<file path="src/rtl/srfp_pkg.sv">
// Single-precision field layout, special encodings and the operand unpack helper,
// shared by the multiplier and the same-sign adder of the butterfly datapath.
package srfp_pkg;

   localparam int SIGN_BIT = 31;
   localparam int EXP_HI   = 30;
   localparam int EXP_LO   = 23;
   localparam int MAN_HI   = 22;
   localparam int MAN_LO   = 0;
   localparam int BIAS     = 127;

   localparam logic [31:0] FP_ZERO = 32'h0000_0000;
   localparam logic [31:0] FP_NAN  = 32'hFFFF_FFFF;

   typedef struct packed {
      logic        sign;
      logic [7:0]  exp;
      logic [23:0] man;      // hidden one included
      logic        is_zero;
      logic        is_nan;
   } fp_unp_t;

   // Exponent 0 covers denormals as well, which flush to zero.
   function automatic fp_unp_t fp_unpack(input logic [31:0] x);
      fp_unp_t u;
      u.sign    = x[SIGN_BIT];
      u.exp     = x[EXP_HI:EXP_LO];
      u.man     = {1'b1, x[MAN_HI:MAN_LO]};
      u.is_zero = (u.exp == 8'd0);
      u.is_nan  = (u.exp == 8'hFF);
      return u;
   endfunction

endpackage

</file>
<file path="src/rtl/srmul_norm.sv">
// Normalize, truncate and pack a raw 48-bit mantissa product, clamping
// underflow to zero and overflow / special inputs to the all-ones NaN.
module srmul_norm
   import srfp_pkg::*;
(
   input  logic [47:0]       p_i,
   input  logic signed [9:0] e_i,
   input  logic              zs_i,
   input  logic              is_zero_i,
   input  logic              is_nan_i,
   output logic [31:0]       z_o
);

   logic signed [9:0] ze;
   logic [22:0]       zm;
   logic              unused_lo;

   // Rounding truncates, so the low product bits never matter.
   assign unused_lo = ^p_i[22:0];

   always_comb begin
      ze = e_i;
      zm = p_i[45:23];
      if (p_i[47]) begin
         ze = e_i + 10'sd1;
         zm = p_i[46:24];
      end

      z_o = {zs_i, ze[7:0], zm};
      if (is_zero_i)
         z_o = FP_ZERO;
      else if (is_nan_i || ze >= 10'sd255)
         z_o = FP_NAN;
      else if (ze <= 10'sd0)
         z_o = FP_ZERO;
   end

endmodule

</file>
<file path="src/rtl/srmul_pipe.sv">
// Three-stage pipelined single-precision multiplier (unpack, multiply, normalize)
// with valid/ready on both sides and a tag carried alongside each operand pair.
module srmul_pipe
   import srfp_pkg::*;
#(
   parameter int TAGW = 8
) (
   input  logic            clk,
   input  logic            rst,
   input  logic            in_valid,
   output logic            in_ready,
   input  logic [31:0]     in_a,
   input  logic [31:0]     in_b,
   input  logic [TAGW-1:0] in_tag,
   output logic            out_valid,
   input  logic            out_ready,
   output logic [31:0]     out_z,
   output logic [TAGW-1:0] out_tag
);

   logic [3:1] v_q, v_d;
   logic       adv1, adv2, adv3;

   fp_unp_t         a1_q, b1_q, a1_d, b1_d;
   logic [TAGW-1:0] tag1_q, tag2_q, tag3_q;

   logic [47:0]       p2_q, p2_d;
   logic signed [9:0] e2_q, e2_d;
   logic              zs2_q, zs2_d, zero2_q, zero2_d, nan2_q, nan2_d;

   logic [31:0] z3_q, z3_d;

   // A stage may take new data when it is empty or its contents move on, so
   // bubbles collapse even while the output is stalled.
   assign adv3     = out_ready | ~v_q[3];
   assign adv2     = adv3 | ~v_q[2];
   assign adv1     = adv2 | ~v_q[1];
   assign in_ready = adv1 & ~rst;

   assign out_valid = v_q[3];
   assign out_z     = z3_q;
   assign out_tag   = tag3_q;

   always_comb begin
      v_d = v_q;
      if (adv3) v_d[3] = v_q[2];
      if (adv2) v_d[2] = v_q[1];
      if (adv1) v_d[1] = in_valid;
   end

   always_comb begin
      a1_d = fp_unpack(in_a);
      b1_d = fp_unpack(in_b);
   end

   // Zero wins over NaN, so 0 * inf yields 0.
   always_comb begin
      zs2_d   = a1_q.sign ^ b1_q.sign;
      zero2_d = a1_q.is_zero | b1_q.is_zero;
      nan2_d  = (a1_q.is_nan | b1_q.is_nan) & ~zero2_d;
      p2_d    = 48'(a1_q.man) * 48'(b1_q.man);
      e2_d    = $signed({2'b00, a1_q.exp} + {2'b00, b1_q.exp} - 10'(BIAS));
   end

   srmul_norm u_norm (
      .p_i       (p2_q),
      .e_i       (e2_q),
      .zs_i      (zs2_q),
      .is_zero_i (zero2_q),
      .is_nan_i  (nan2_q),
      .z_o       (z3_d)
   );

   always_ff @(posedge clk) begin
      if (rst) begin
         v_q    <= '0;
         z3_q   <= FP_ZERO;
         tag3_q <= '0;
      end else begin
         v_q <= v_d;
         if (adv3 && v_q[2]) begin
            z3_q   <= z3_d;
            tag3_q <= tag2_q;
         end
      end
   end

   // Payload registers only load alongside a valid bit; their stale contents
   // are never observed because the valid bits gate everything downstream.
   always_ff @(posedge clk) begin
      if (adv1 && in_valid) begin
         a1_q   <= a1_d;
         b1_q   <= b1_d;
         tag1_q <= in_tag;
      end
      if (adv2 && v_q[1]) begin
         p2_q    <= p2_d;
         e2_q    <= e2_d;
         zs2_q   <= zs2_d;
         zero2_q <= zero2_d;
         nan2_q  <= nan2_d;
         tag2_q  <= tag1_q;
      end
   end

endmodule
</file>
<file path="config.mk">
export PLATFORM = sky130hd
export DESIGN_NAME = srmul_pipe
export DESIGN_NICKNAME = d
export VERILOG_FILES = /design/src/rtl/srfp_pkg.sv /design/src/rtl/srmul_norm.sv /design/src/rtl/srmul_pipe.sv
export SDC_FILE = /design/constraint.sdc
export NUM_CORES = 2
export LEC_CHECK = 0
export ABC_AREA = 0
export CAP_MARGIN = 20
export CORE_MARGIN = 5
export CORE_UTILIZATION = 65
export CTS_CLUSTER_DIAMETER = 80
export DETAILED_ROUTE_END_ITERATION = 10
export DONT_BUFFER_PORTS = 1
export PLACE_DENSITY = 0.81
export SLEW_MARGIN = 20
export SYNTH_ARGS = -nofsm -noshare
export SYNTH_HDL_FRONTEND = slang
export SYNTH_SLANG_ARGS = --single-unit
</file>
<file path="constraint.sdc">
create_clock -name clk -period 17.9 [get_ports clk]
set_input_delay 3.58 -clock clk [delete_from_list [all_inputs] [get_ports clk]]
set_output_delay 3.58 -clock clk [all_outputs]
set_load 0.05 [all_outputs]
</file>
==> flow_summary_export.csv <==
group,metric,value,unit
routing,drc_errors,0,
clocking,cts_tree,"yes",
critical_path,reg2reg_to,"p2_q[42]",
clocking,cts-root-buf,"clkbuf_16",
timing,maxSlewViolCount,0,
critical_path,r2r_cells,22,
timing,setup_violations,0,
timing,timing.fmax,0.122,GHz
place,portBuffers,0,
synthesis,synthesis.yosys.warnings,0,
clocking,cts-buffers-inserted,17,
critical_path,cp_max_fo,6,
timing,finalCritPeriodShare,45.9,%
grt,grt_max_degree,54,
place,dpl_cell_area,24400,µm²
critical_path,worst-setup-path-type,"in2out",
timing,fin_crit,8.22,ns
finish,antenna_cells,0,
routing,routedWlPerCell,20.4,µm
min_path,hold_path.class,"reg2reg",
clocking,clock_path_buffers,2,
critical_path,cp_cell_sequence,"nor2b_1 > and3_1 > nor2_1",
critical_path,crit_required,14.32,ns
min_path,holdPathEnd,"tag2_q[1]",
outcome,status,"complete, no violations",
synthesis,synth_edf_count,122,
clocking,cts_hold_buffers,0,
timing,fin_skew,0.0154,ns
timing,worst_hold_slack,0.420,ns
critical_path,crit_start,"out_ready",
floorplanning,dieHeight,202,µm
grt,antenna_found_initial,1,
timing,fin_setup_tns,0,ns
synthesis,synthFlopType,"edfxtp_1",
synthesis,yosys-top-cells-area,"fa_1 40%, edfxtp_1 15%, ha_1 9.7%, inv_1 9.1%, and2_1 6.1%",
finish,final_cell_area,25000,µm²
synthesis,synthTopCellsByCount,"581 x inv_1, 482 x fa_1, 295 x nand2_1",
synthesis,yosysUniqueCellTypes,61,
timing,relSlewSlack,21.6,%
synthesis,synthCells,2414,
place,place_congestion,0.918,
synthesis,synth_top_area_cell,"fa_1",
synthesis,synth_top_area_share,40.3,%
timing,tightest_slew,1.18,ns
finish,final_nets,3106,
grt,grt_pass1_wl,95700,µm
critical_path,r2r_setup_slack,9.71,ns
critical_path,endpoint_kind,"primary output",
synthesis,yosys_register_bits,165,
routing,viasPerCell,5.82,
timing,rsz0062_at_grt,"no",
clocking,cts.repair.resized,0,
synthesis,synthArstFlopShare,0,%
routing,finalWirelength,58100,µm
critical_path,cp_slowest_stage_delay,0.68,ns
min_path,worstHoldStart,"tag1_q[1]",
floorplanning,io_pins,118,
synthesis,syn_nets,3157,
clocking,cts_setup_buffers,0,
finish,n_fill_cell,2676,
routing,ant_nets,0,
clocking,cts_max_level,4,
routing,via_count,16600,
timing,hold_violations,0,
routing,drt_iter0_drc,1451,
min_path,hold_depth,0,
floorplanning,rows,70,
clocking,clkSinkCount,165,
clocking,clk_latency,0.46,ns
place,place_hpwl,43700,µm
flow_run,maxCapViolations,0,
synthesis,syn-mean-instance-area,9.93,µm²
routing,first_pass_iters,6,
floorplanning,start_util,65.6,%
floorplanning,fp.dieW,202,µm
grt,track_usage,30.0,%
critical_path,worst_setup_path_start_kind,"primary input",
grt,grt_pass1_vias,18700,
critical_path,cp_slowest_cell,"nor2_1",
clocking,path_clk_slew,0.06,ns
floorplanning,coreArea,36500,µm²
critical_path,worstReg2RegStart,"b1_q[2]",
floorplanning,die-area,40800,µm²
finish,layout-drive-gt1-share,3.37,%
synthesis,yosysSeqAreaShare,18.9,%
synthesis,syn_area,24000,µm²
finish,area_delta_synth_final,4.36,%
critical_path,cp.arrival,4.64,ns
synthesis,synth.most_common_cell,"inv_1",
grt,grt_remaining_overflow,0,
## state kept, by name, indices dropped and copies added (netlist names), 3 cells and up
name	cells
tag2_q	8
tag1_q	8
out_tag	8
out_z	32
b1_q	34
p2_q	25
e2_q	10
v_q	3
a1_q	34
## kinds of logic after synthesis
group | after synthesis | share of synthesized area, %
adder cells (fa/ha/maj) | 667 | 49.9
flip-flops | 165 | 18.9
buffers and inverters | 690 | 10.9
multiplexers | 25 | 1.04
AND/OR/NAND/NOR | 662 | 13.5
XOR/XNOR | 41 | 1.50
AO/OA/AOI/OAI | 164 | 4.26
## cell usage in the layout (no fill, tap or decap), types with 5 or more instances in the layout
master     count
fa_1         482
buf_4         34
nand2_1      295
o21ai_0       32
a31oi_1        5
o21ai_1        8
nor3_1         7
and2_1       234
clkbuf_16     17
xnor2_1       27
nor2_1        70
inv_1        581
o21bai_1       7
nand3_1        9
mux2i_1       25
nand4_1       13
dfxtp_1       43
edfxtp_1     122
a21oi_1       64
xor2_1        14
nor2b_1        8
a32o_1         6
a21o_1        13
ha_1         185
## how the worst max path moves through the flow
stage / end / slack, ns
6_report: in_ready / 9.68
5_1_grt: p2_q[42] / 9.46
4_1_cts: in_ready / 9.69
3_5_place_dp: in_ready / 9.69
3_3_place_gp: in_ready / 9.69
2_1_floorplan: in_ready / 9.72
## worst max-delay path, delay by kind of cell
kind	cells	cell delay [ns]
simple gates	3	1.05
## area by class of cell
cell class	instances	area [µm²]	area share [%]
Sequential cell	165	4520	18.1
Clock buffer	22	454	1.82
Clock inverter	10	98.8	0.395
Multi-Input combinational cell	1559	16900	67.4
Timing Repair Buffer	36	298	1.19
Tap cell	468	586	2.34
Inverter	584	2190	8.76
## metal layers
layer	GRT usage [%]	wire (µm)	share of wire [%]	up-vias
met3	7.09	5780	9.9	231
met1	38.4	21200	36	8314
met5	0	0	0	-
met4	14.1	2960	5.1	0
li1	-	-	-	7110
met2	48.8	28200	49	899
## through the flow
stage | instances | util [%] | worst slack [ns]
detailed placement | 2810 | 66.8 | 9.69
global placement | 2810 | 66.8 | 9.69
finish | 2844 | 68.5 | 9.68
CTS | 2842 | 68.4 | 9.69
floorplan | 2414 | - | 9.72
global route | 2844 | 68.5 | 9.46
Power is left out: the tool's default activity adds up to more than one toggle a clock period on the data nets, which glitch-free logic cannot reach.
